===== src/rtl/uart_pkg.sv =====
// Shared UART definitions: line format enums, the idle line level and the parity helper.
// Used by the framed transmitter and intended for the matching receiver.
package uart_pkg;

    typedef enum logic [1:0] {
        PARITY_NONE,
        PARITY_EVEN,
        PARITY_ODD
    } parity_e;

    typedef enum logic [2:0] {
        IDLE,
        START,
        DATA,
        PARITY,
        STOP
    } tx_state_e;

    localparam logic IDLE_LEVEL = 1'b1;

    // data_xor is the reduction XOR of the payload; odd parity is its complement
    function automatic logic parity_of(input parity_e mode, input logic data_xor);
        return data_xor ^ (mode == PARITY_ODD);
    endfunction

endpackage


===== src/rtl/uart_baud_tick.sv =====
// Free-running bit-period counter: pulses o_tick on the last clk of every CLKS_PER_BIT.
// i_clear realigns the period to the current cycle so a new frame starts a full bit.
module uart_baud_tick
    import uart_pkg::*;
#(
    parameter int CLKS_PER_BIT = 16
) (
    input  logic clk,
    input  logic i_reset,
    input  logic i_clear,
    output logic o_tick
);

    localparam int CW = (CLKS_PER_BIT < 2) ? 1 : $clog2(CLKS_PER_BIT);
    localparam logic [CW-1:0] LAST_CNT = CW'(CLKS_PER_BIT - 1);

    if (CLKS_PER_BIT < 2) begin : g_bad_clks_per_bit
        $error("uart_baud_tick: CLKS_PER_BIT must be at least 2");
    end

    logic [CW-1:0] cnt_q;
    logic [CW-1:0] cnt_d;

    always_comb begin
        cnt_d = cnt_q + CW'(1);
        if (i_clear || (cnt_q == LAST_CNT)) begin
            cnt_d = '0;
        end
    end

    always_ff @(posedge clk) begin
        if (i_reset) begin
            cnt_q <= '0;
        end else begin
            cnt_q <= cnt_d;
        end
    end

    assign o_tick = (cnt_q == LAST_CNT);

endmodule


===== src/rtl/uart_tx_framed.sv =====
// Framed UART transmitter: configurable width, optional parity, 1 or 2 stop bits,
// valid/ready input with a one-word holding buffer for gap-free back-to-back frames.
module uart_tx_framed
    import uart_pkg::*;
#(
    parameter int      CLKS_PER_BIT = 16,
    parameter int      DATA_BITS    = 8,
    parameter parity_e PARITY       = PARITY_NONE,
    parameter int      STOP_BITS    = 1
) (
    input  logic                 clk,
    input  logic                 i_reset,
    input  logic [DATA_BITS-1:0] i_data,
    input  logic                 i_valid,
    output logic                 o_ready,
    output logic                 o_tx,
    output logic                 o_busy
);

    localparam int BW = $clog2(DATA_BITS);
    localparam logic [BW-1:0] LAST_BIT = BW'(DATA_BITS - 1);
    localparam logic LAST_STOP  = 1'(STOP_BITS - 1);
    localparam logic HAS_PARITY = (PARITY != PARITY_NONE);

    if (CLKS_PER_BIT < 2) begin : g_bad_clks_per_bit
        $error("uart_tx_framed: CLKS_PER_BIT must be at least 2");
    end
    if ((DATA_BITS < 5) || (DATA_BITS > 9)) begin : g_bad_data_bits
        $error("uart_tx_framed: DATA_BITS must be in 5..9");
    end
    if ((STOP_BITS != 1) && (STOP_BITS != 2)) begin : g_bad_stop_bits
        $error("uart_tx_framed: STOP_BITS must be 1 or 2");
    end

    tx_state_e            state_q, state_d;
    logic [DATA_BITS-1:0] shift_q, shift_d;
    logic                 par_q, par_d;
    logic [BW-1:0]        bit_cnt_q, bit_cnt_d;
    logic                 stop_cnt_q, stop_cnt_d;
    logic [DATA_BITS-1:0] buf_q, buf_d;
    logic                 buf_full_q, buf_full_d;
    logic                 tx_q, tx_d;
    logic                 busy_q, busy_d;

    logic tick;
    logic load;
    logic accept;

    uart_baud_tick #(
        .CLKS_PER_BIT(CLKS_PER_BIT)
    ) u_baud (
        .clk    (clk),
        .i_reset(i_reset),
        .i_clear(load),
        .o_tick (tick)
    );

    always_comb begin
        state_d    = state_q;
        shift_d    = shift_q;
        par_d      = par_q;
        bit_cnt_d  = bit_cnt_q;
        stop_cnt_d = stop_cnt_q;
        buf_d      = buf_q;
        buf_full_d = buf_full_q;
        load       = 1'b0;
        accept     = i_valid && !buf_full_q;

        case (state_q)
            IDLE: begin
                if (buf_full_q) begin
                    load = 1'b1;
                end
            end
            START: begin
                if (tick) begin
                    state_d   = DATA;
                    bit_cnt_d = '0;
                end
            end
            DATA: begin
                if (tick) begin
                    shift_d = shift_q >> 1;
                    if (bit_cnt_q == LAST_BIT) begin
                        state_d    = HAS_PARITY ? uart_pkg::PARITY : STOP;
                        stop_cnt_d = 1'b0;
                    end else begin
                        bit_cnt_d = bit_cnt_q + BW'(1);
                    end
                end
            end
            uart_pkg::PARITY: begin
                if (tick) begin
                    state_d    = STOP;
                    stop_cnt_d = 1'b0;
                end
            end
            STOP: begin
                if (tick) begin
                    if (stop_cnt_q == LAST_STOP) begin
                        // A waiting word starts immediately so there is no idle gap
                        if (buf_full_q) begin
                            load = 1'b1;
                        end else begin
                            state_d = IDLE;
                        end
                    end else begin
                        stop_cnt_d = stop_cnt_q + 1'b1;
                    end
                end
            end
            default: begin
                state_d = IDLE;
            end
        endcase

        if (load) begin
            state_d    = START;
            shift_d    = buf_q;
            par_d      = parity_of(PARITY, ^buf_q);
            buf_full_d = 1'b0;
        end

        if (accept) begin
            buf_d      = i_data;
            buf_full_d = 1'b1;
        end
    end

    // The line level is a registered image of the current state's bit
    always_comb begin
        tx_d   = IDLE_LEVEL;
        busy_d = (state_q != IDLE);
        case (state_q)
            IDLE:             tx_d = IDLE_LEVEL;
            START:            tx_d = 1'b0;
            DATA:             tx_d = shift_q[0];
            uart_pkg::PARITY: tx_d = par_q;
            STOP:             tx_d = IDLE_LEVEL;
            default:          tx_d = IDLE_LEVEL;
        endcase
    end

    always_ff @(posedge clk) begin
        if (i_reset) begin
            state_q    <= IDLE;
            shift_q    <= '0;
            par_q      <= 1'b0;
            bit_cnt_q  <= '0;
            stop_cnt_q <= 1'b0;
            buf_q      <= '0;
            buf_full_q <= 1'b0;
            tx_q       <= IDLE_LEVEL;
            busy_q     <= 1'b0;
        end else begin
            state_q    <= state_d;
            shift_q    <= shift_d;
            par_q      <= par_d;
            bit_cnt_q  <= bit_cnt_d;
            stop_cnt_q <= stop_cnt_d;
            buf_q      <= buf_d;
            buf_full_q <= buf_full_d;
            tx_q       <= tx_d;
            busy_q     <= busy_d;
        end
    end

    assign o_ready = !buf_full_q;
    assign o_tx    = tx_q;
    assign o_busy  = busy_q;

endmodule


===== config.mk =====
export PLATFORM = sky130hd
export DESIGN_NAME = uart_tx_framed
export DESIGN_NICKNAME = d
export VERILOG_FILES = /design/src/rtl/uart_pkg.sv /design/src/rtl/uart_baud_tick.sv /design/src/rtl/uart_tx_framed.sv
export SDC_FILE = /design/constraint.sdc
export NUM_CORES = 1
export LEC_CHECK = 0
export BUFFER_PORTS_ARGS = -buffer_cell sky130_fd_sc_hd__buf_2
export CORE_ASPECT_RATIO = 1.4
export CORE_MARGIN = 2
export CORE_UTILIZATION = 60
export CTS_BUF_LIST = sky130_fd_sc_hd__clkbuf_4 sky130_fd_sc_hd__clkbuf_8 sky130_fd_sc_hd__clkbuf_16
export CTS_CLUSTER_DIAMETER = 50
export DETAILED_ROUTE_END_ITERATION = 6
export PLACE_DENSITY = 0.81
export SYNTH_ARGS = -nofsm -noshare
export SYNTH_HDL_FRONTEND = slang
export SYNTH_SLANG_ARGS = --single-unit

===== constraint.sdc =====
create_clock -name clk -period 2.9 [get_ports clk]
set_input_delay 0.58 -clock clk [delete_from_list [all_inputs] [get_ports clk]]
set_output_delay 0.58 -clock clk [all_outputs]
set_load 0.03 [all_outputs]

==> metrics.md, run 1 <==
| Metric | Value |
|---|---|
| TritonCTS buffer count | 5 |
| Syn nets | roughly 160 |
| Drc violations | 0 |
| Synth unique cells | 36 |
| Cell area after synthesis | 1370 µm² |
| Fill cells | 192 |
| Commonest cells post-synth | dfxtp_1 (30), nor2_1 (24), mux2i_1 (9), nand2_1 (9) |
| WL/cell | 14.48 µm |
| Primary FF master, synth | dfxtp_1 |
| Area grow syn2layout | 6.393% |
| Post-CTS Resized | 0 |
| Power Density | 553.6 nW/µm² |
| Total Routing Usage GR | 23.47% |
| 1st-iter DRT viols | 21 |
| Vias in the first global route | 1035 |
| Status | finished, final reports clean |
| Setup Crit Path Kind | register to register |
| Core area | 2177 µm² |
| Nets | 173 |
| M2 GR Usage | 38.03% |
| Vert. Die Dim | 60.54 µm |
| Met1 Resource Use GR | 25.23% |
| Clk buf depth | 2 |
| Grt total ovfl | 0 |
| Boundary pin count | 14 |
| CTS root buf | clkbuf_4 |
| Top-count cell post-synth | dfxtp_1 |
| Die X | 44.39 µm |
| Cells after Synth | 149 |
| Seq/Total Area, Yosys | between 40% and 50% |
| Setup TNS | 0 ps |
| Final min period | 1870 ps |
| Largest net degree at the start of global routing | 29 |
| Initial Util | between 60% and 70% |
| Synth top area cells | dfxtp_1 (44%), mux2i_1 (6.6%), nor2_1 (6.6%) |
| Final HPWL DP | 1.843 mm |
| CTS HTree Levels | 2 |
| Drt total wl | between 2 and 3 mm |
| Largest fanout on the critical path | 11 |
| Final Hold Viols | 0 |
| Post-cts hold buffer count | 0 |
| Yosys top cell area share | around 44% |
| Vias | 1071 |
| Most Crowded Layer GR | met2 |
| Initial antenna violation count | 0 |
| First-pass GRT wire length | roughly 4.5 mm |
| Kind of end point of the critical path | register |
| Async set-reset flop share out of synthesis | 0% |
| Peak VDD IR | 0.0003339 V |
| Max-slew violation count | 0 |
| Drt first pass iters | 4 |
| Clock skew | 14.02 ps |
| Met3 usage | 8.929% |
| Post-route clock period utilization | 64.49% |
| Area of the die | 2687 µm² |
| Routability cong. | 0.7825 |
| Layout cells sized above 1 | 15.82% |
| Post-CTS setup buffer count | 0 |
| I/O Buffers | 13 |
| Leading area contributor after synthesis | dfxtp_1 |
| Maximum clock rate | 534.7 MHz |
| Seq cells post-synth | 30 |
| Antenna cells | 0 |
| Leak | ~0.55 nW |
| Max_slew headroom | 40.41% |
| Cells after DPL | about 170 |
| Startpoint types | register |
| Rows | 20 |
| Cell Count, Final, Fillers Out | 180 |
| Syn Area/Cell | 9.195 µm² |
| Worst-Skew Late Latency | around 330 ps |
| CTS tree | yes |
| Worst Path Required | 3090 ps |
| Final setup viols | 0 |
| WP data arrival | 2060 ps |
| RSZ-0062 raised after global routing | no |
| Clk slew on worst S/H paths | 80 ps |
| Yosys warns | 0 |
| Worst slew pin tran | 892.0 ps |
| Post-synth EDFFs | 0 |
| Maxcap violations | 0 |
| ANT nets after route | 0 |
| Clk sink count | 30 |
| Min-delay worst type | register to register |
| Vias per cell | 5.950 |
[report_power, final]
group / internal, W / switching [W]
Sequential: 0.000435 / 0.0000207
Combinational: 0.0000497 / 0.0000575
Clock: 0.000109 / 0.000135
[worst paths after layout]
check / startpoint / endpoint / slack (ps) / depth (start not counted)
max: u_baud.cnt_q[0]$_SDFF_PP0_ / shift_q[2]$_SDFFE_PP0P_ / 1030 / 5
min: u_baud.cnt_q[0]$_SDFF_PP0_ / u_baud.cnt_q[0]$_SDFF_PP0_ / 470 / 1
max reg2reg: u_baud.cnt_q[0]$_SDFF_PP0_ / shift_q[2]$_SDFFE_PP0P_ / 1030 / 5
min reg2reg: u_baud.cnt_q[0]$_SDFF_PP0_ / u_baud.cnt_q[0]$_SDFF_PP0_ / 470 / 1
[through the flow]
stage / area (µm²) / hold slack, ps / power (W) / util, % / worst slack [ps]
after floorplan: 1370 / 417.5 / 0.0005505 / - / 1258
after global placement: 1406 / 431.4 / 0.0005675 / 64.60 / 1121
after detailed placement: 1406 / 461.5 / 0.0005725 / 64.60 / 1033
after CTS: 1458 / 475.3 / 0.0008120 / 66.95 / 1025
after global routing: 1458 / 470.6 / 0.0008493 / 66.95 / 883.8
final: 1458 / 472.8 / 0.0008070 / 66.95 / 1030
[area by class of cell]
type,count,area (µm²),share of cell area (%)
clock buffers,6,51.30,3.519
multi-input cells,107,705.7,48.41
repair buffers,13,65.06,4.464
well taps,22,27.53,1.888
inverters,2,7.507,0.5150
flip-flops and latches,30,600.6,41.20
[cells by family (layout without fill, tap and decap cells)]
logic type | Yosys count | in the layout | share of synthesized area (%)
multiplexers | 9 | 9 | 6.576
AND/OR/NAND/NOR | 58 | 58 | 20.27
adder cells (fa/ha/maj) | 3 | 3 | 2.740
AO/OA/AOI/OAI | 28 | 28 | 16.16
buffers and inverters | 12 | 21 | 4.657
XOR/XNOR | 9 | 9 | 5.754
flip-flops | 30 | 30 | 43.84
[state kept, by name, indices dropped and copies added (netlist names)]
signal,flops
state_q,3
u_baud.cnt_q,4
bit_cnt_q,3
par_q,1
shift_q,8
o_tx,1
o_busy,1
buf_full_q,1
buf_q,8
[worst max-delay path, stage by stage (launching register included)]
cell	delay, ps
dfxtp_1	370
ha_1	210
nand3_1	340
or3_1	600
nand2_1	140
a311oi_2	90
[cells in the final DEF (no fill, tap or decap), types with 3 or more instances in the layout]
| cell type | n |
|---|---|
| a22oi_1 | 4 |
| mux2i_1 | 9 |
| buf_2 | 13 |
| dfxtp_1 | 30 |
| nor2_1 | 24 |
| xnor2_1 | 8 |
| a311oi_2 | 3 |
| clkbuf_4 | 5 |
| a21oi_1 | 8 |
| ha_1 | 3 |
| nand3_1 | 7 |
| nor3_1 | 5 |
| nand2_1 | 9 |
[layer usage]
metal | vias up | wire length, µm
li1 | 541 | -
met1 | 488 | 1065
met2 | 31 | 1324
met3 | 11 | 119
met4 | 0 | 96
met5 | - | 0
No activity file was read; power rests on OpenSTA's default activity.
==> inputs of run 2 (changes only) <==
- ABC_AREA: not set -> 1
- CORE_UTILIZATION: 60 -> 57
- PLACE_DENSITY: 0.81 -> 0.77
- clock period: 2.9 -> 1.9 ns (I/O delays scaled with it)
==> metrics.md, run 2 <==
| Metric | Value |
|---|---|
| CTS tree | yes |
| Primary FF master, synth | dfxtp_1 |
| Leading area contributor after synthesis | dfxtp_1 |
| Cells after Synth | 204 (+37%) |
| Final Hold Viols | 0 (unchanged) |
| Die X | 46.80 µm (+5.4%) |
| Post-CTS Resized | 0 (unchanged) |
| Max_slew headroom | 71.07% (+31 points) |
| WL/cell | 10.61 µm (-27%) |
| Commonest cells post-synth | nand2_1 (52), dfxtp_1 (30), nor2_1 (27), nand3_1 (20), inv_1 (17) |
| Core area | 2417 µm² (+11%) |
| Power Density | 815.1 nW/µm² (+47%) |
| Final min period | 1488 ps (-381.8 ps) |
| Status | finished, final reports clean |
| Peak VDD IR | 0.0006205 V (+86%) |
| Worst slew pin tran | 432.4 ps (-459.6 ps) |
| Final core utilization | 66.77% (-0.18 points) |
| Initial Util | 60.46% (-2.5 points) |
| Drt total wl | 2.717 mm (+4.3%) |
| Crit-path slowest cell | dfxtp_1 |
| Max-slew violation count | 0 (unchanged) |
| Area of the die | 2991 µm² (+11%) |
| Largest fanout on the critical path | 9 (-2) |
| WP data arrival | 1720 ps (-340 ps) |
| R2R Path Start | u_baud.cnt_q[0]$_SDFF_PP0_ |
| Synth unique cells | 23 (-36%) |
| Area grow syn2layout | 10.45% |
| Post-route clock period utilization | 78.34% (+14 points) |
| Worst-Skew Late Latency | 330 ps (about the same) |
| Cells along the critical path | ha_1, nand3_2, nand2_2, nand2_8, nand2_2, inv_2, nand2_1, nand3_1, nand2_1, inv_1 |
| Post-cts hold buffer count | 0 (unchanged) |
| TritonCTS buffer count | 5 (unchanged) |
| I/O Buffers | 13 (unchanged) |
| Syn Area/Cell | 7.164 µm² (-22%) |
| CTS HTree Levels | 2 (unchanged) |
| Clock skew | 5.495 ps (-8.520 ps) |
| Maximum clock rate | 671.8 MHz (+26%) |
| Rows | 21 (+5.0%) |
| Vias per cell | 5.125 (-14%) |
| Seq/Total Area, Yosys | 41.10% (-2.7 points) |
| RSZ-0062 raised after global routing | no |
| Post-CTS setup buffer count | 0 (unchanged) |
| Post-synth EDFFs | 0 (unchanged) |
| Kind of end point of the critical path | register |
| Final HPWL DP | 2.147 mm (+16%) |
| First-pass GRT wire length | 4.857 mm (+8.3%) |
| Drt first pass iters | 4 (unchanged) |
| Worst Path Required | 2130 ps (-960 ps) |
| Top-count cell post-synth | nand2_1 |
| Setup TNS | 0 ps (unchanged) |
| Boundary pin count | 14 (unchanged) |
| Grt total ovfl | 0 (unchanged) |
| Nets | 236 (+36%) |
| Clk buf depth | 2 (unchanged) |
| Setup Crit Path Kind | register to register |
| Syn nets | 218 (+34%) |
| Clk slew on worst S/H paths | 80 ps (about the same) |
| Top Registers | buf_q (8), shift_q (8), u_baud.cnt_q (4) |
| Yosys warns | 0 (unchanged) |
| Cell area after synthesis | 1461 µm² (+6.7%) |
| Yosys top cell area share | 41.10% (-2.7 points) |
| Clk sink count | 30 (unchanged) |
| Antenna cells | 0 (unchanged) |
| Synth top area cells | dfxtp_1 (41%), nand2_1 (13%), nor2_1 (6.9%) |
| Max stage delay on crit path | 370 ps (-230 ps) |
| Vert. Die Dim | 63.91 µm (+5.6%) |
| Layout cells sized above 1 | 16.22% (+0.39 points) |
| Min-delay worst type | input port to register |
| Crit path launch | u_baud.cnt_q[0]$_SDFF_PP0_ |
| HP Start | i_data[4] |
| ANT nets after route | 0 (unchanged) |
| Most frequent cells in the layout | nand2_1 (52), dfxtp_1 (30), nor2_1 (27) |
| Startpoint types | register |
| Leak | 0.7668 nW (+40%) |
| Vias | 1312 (+23%) |
| Initial antenna violation count | 0 (unchanged) |
| Drc violations | 0 (unchanged) |
| 1st-iter DRT viols | 28 (+33%) |
| Total Routing Usage GR | 22.37% (-1.1 points) |
| Maxcap violations | 0 (unchanged) |
| Commonest non-fill, non-tap cell in the layout | nand2_1 |
| Routability cong. | 0.8426 (+7.7%) |
| Seq cells post-synth | 30 (unchanged) |
| Async set-reset flop share out of synthesis | 0% (unchanged) |
| Vias in the first global route | 1245 (+20%) |
| Largest net degree at the start of global routing | 14 (-52%) |
| CTS root buf | clkbuf_4 |
| Final setup viols | 0 (unchanged) |
## run 2: cell families (layout without fill, tap and decap cells)
logic type	count (synthesis)	after routing	share of synthesized area [%]
fa+ha+maj	3	3	2.569
xor+xnor	10	10	5.993
simple gates	113	113	35.53
compound gates	23	23	8.220
buf+inv	25	43	6.593
flops	30	30	41.10
## run 2: path summary, 6_finish.rpt
check,cells after the start,slack [ps],to
worst min register to register,1,470,u_baud.cnt_q[0]$_SDFF_PP0_
worst max-delay path,10,410,shift_q[5]$_SDFFE_PP0P_
worst min-delay path,3,270,buf_q[4]$_SDFFE_PP0P_
worst max register to register,10,410,shift_q[5]$_SDFFE_PP0P_
## run 2: worst max-delay path, delay by kind of cell, from the launching register on
family / cells / cell delay [ps]
adders and majority gates: 1 / 210
buffers and inverters: 2 / 100
DFF: 1 / 370
and+or+nand+nor: 7 / 720
## run 2: report_power, final
| part | total [W] | switching, W | internal [W] |
|---|---|---|---|
| sequential | 0.000705 | 0.0000366 | 0.000668 |
| clock | 0.000372 | 0.000205 | 0.000168 |
| combinational | 0.000238 | 0.000150 | 0.0000881 |
## run 2: through the flow
step           std cells  total power (W)  hold slack [ps]  setup WS [ps]  cell area, µm²
2_1_floorplan        204        0.0009012            417.5          567.3            1461
3_3_place_gp         249        0.0009471            430.6          482.1            1562
3_5_place_dp         249        0.0009597            459.8          402.7            1562
4_1_cts              256         0.001326            265.3          384.5            1614
5_1_grt              256         0.001393            262.2          267.3            1614
6_report             256         0.001316            268.0          411.6            1614
## run 2: per-layer routing
metal / track usage, % / wire length (µm) / vias to the layer above
met1: 22.42 / 1082 / 588
met2: 38.53 / 1460 / 31
met3: 7.910 / 122 / 5
met5: 0 / 0 / -
li1: - / - / 688
met4: 10.76 / 52 / 0
## run 2: cell type report
| type | count | area [µm²] |
|---|---|---|
| clock buffer | 7 | 52.55 |
| fill | 238 | 803.3 |
| sequential | 30 | 600.6 |
| tap | 34 | 42.54 |
| timing repair buffer | 13 | 65.06 |
| multi-input combinational | 149 | 764.5 |
| inverter | 23 | 88.84 |
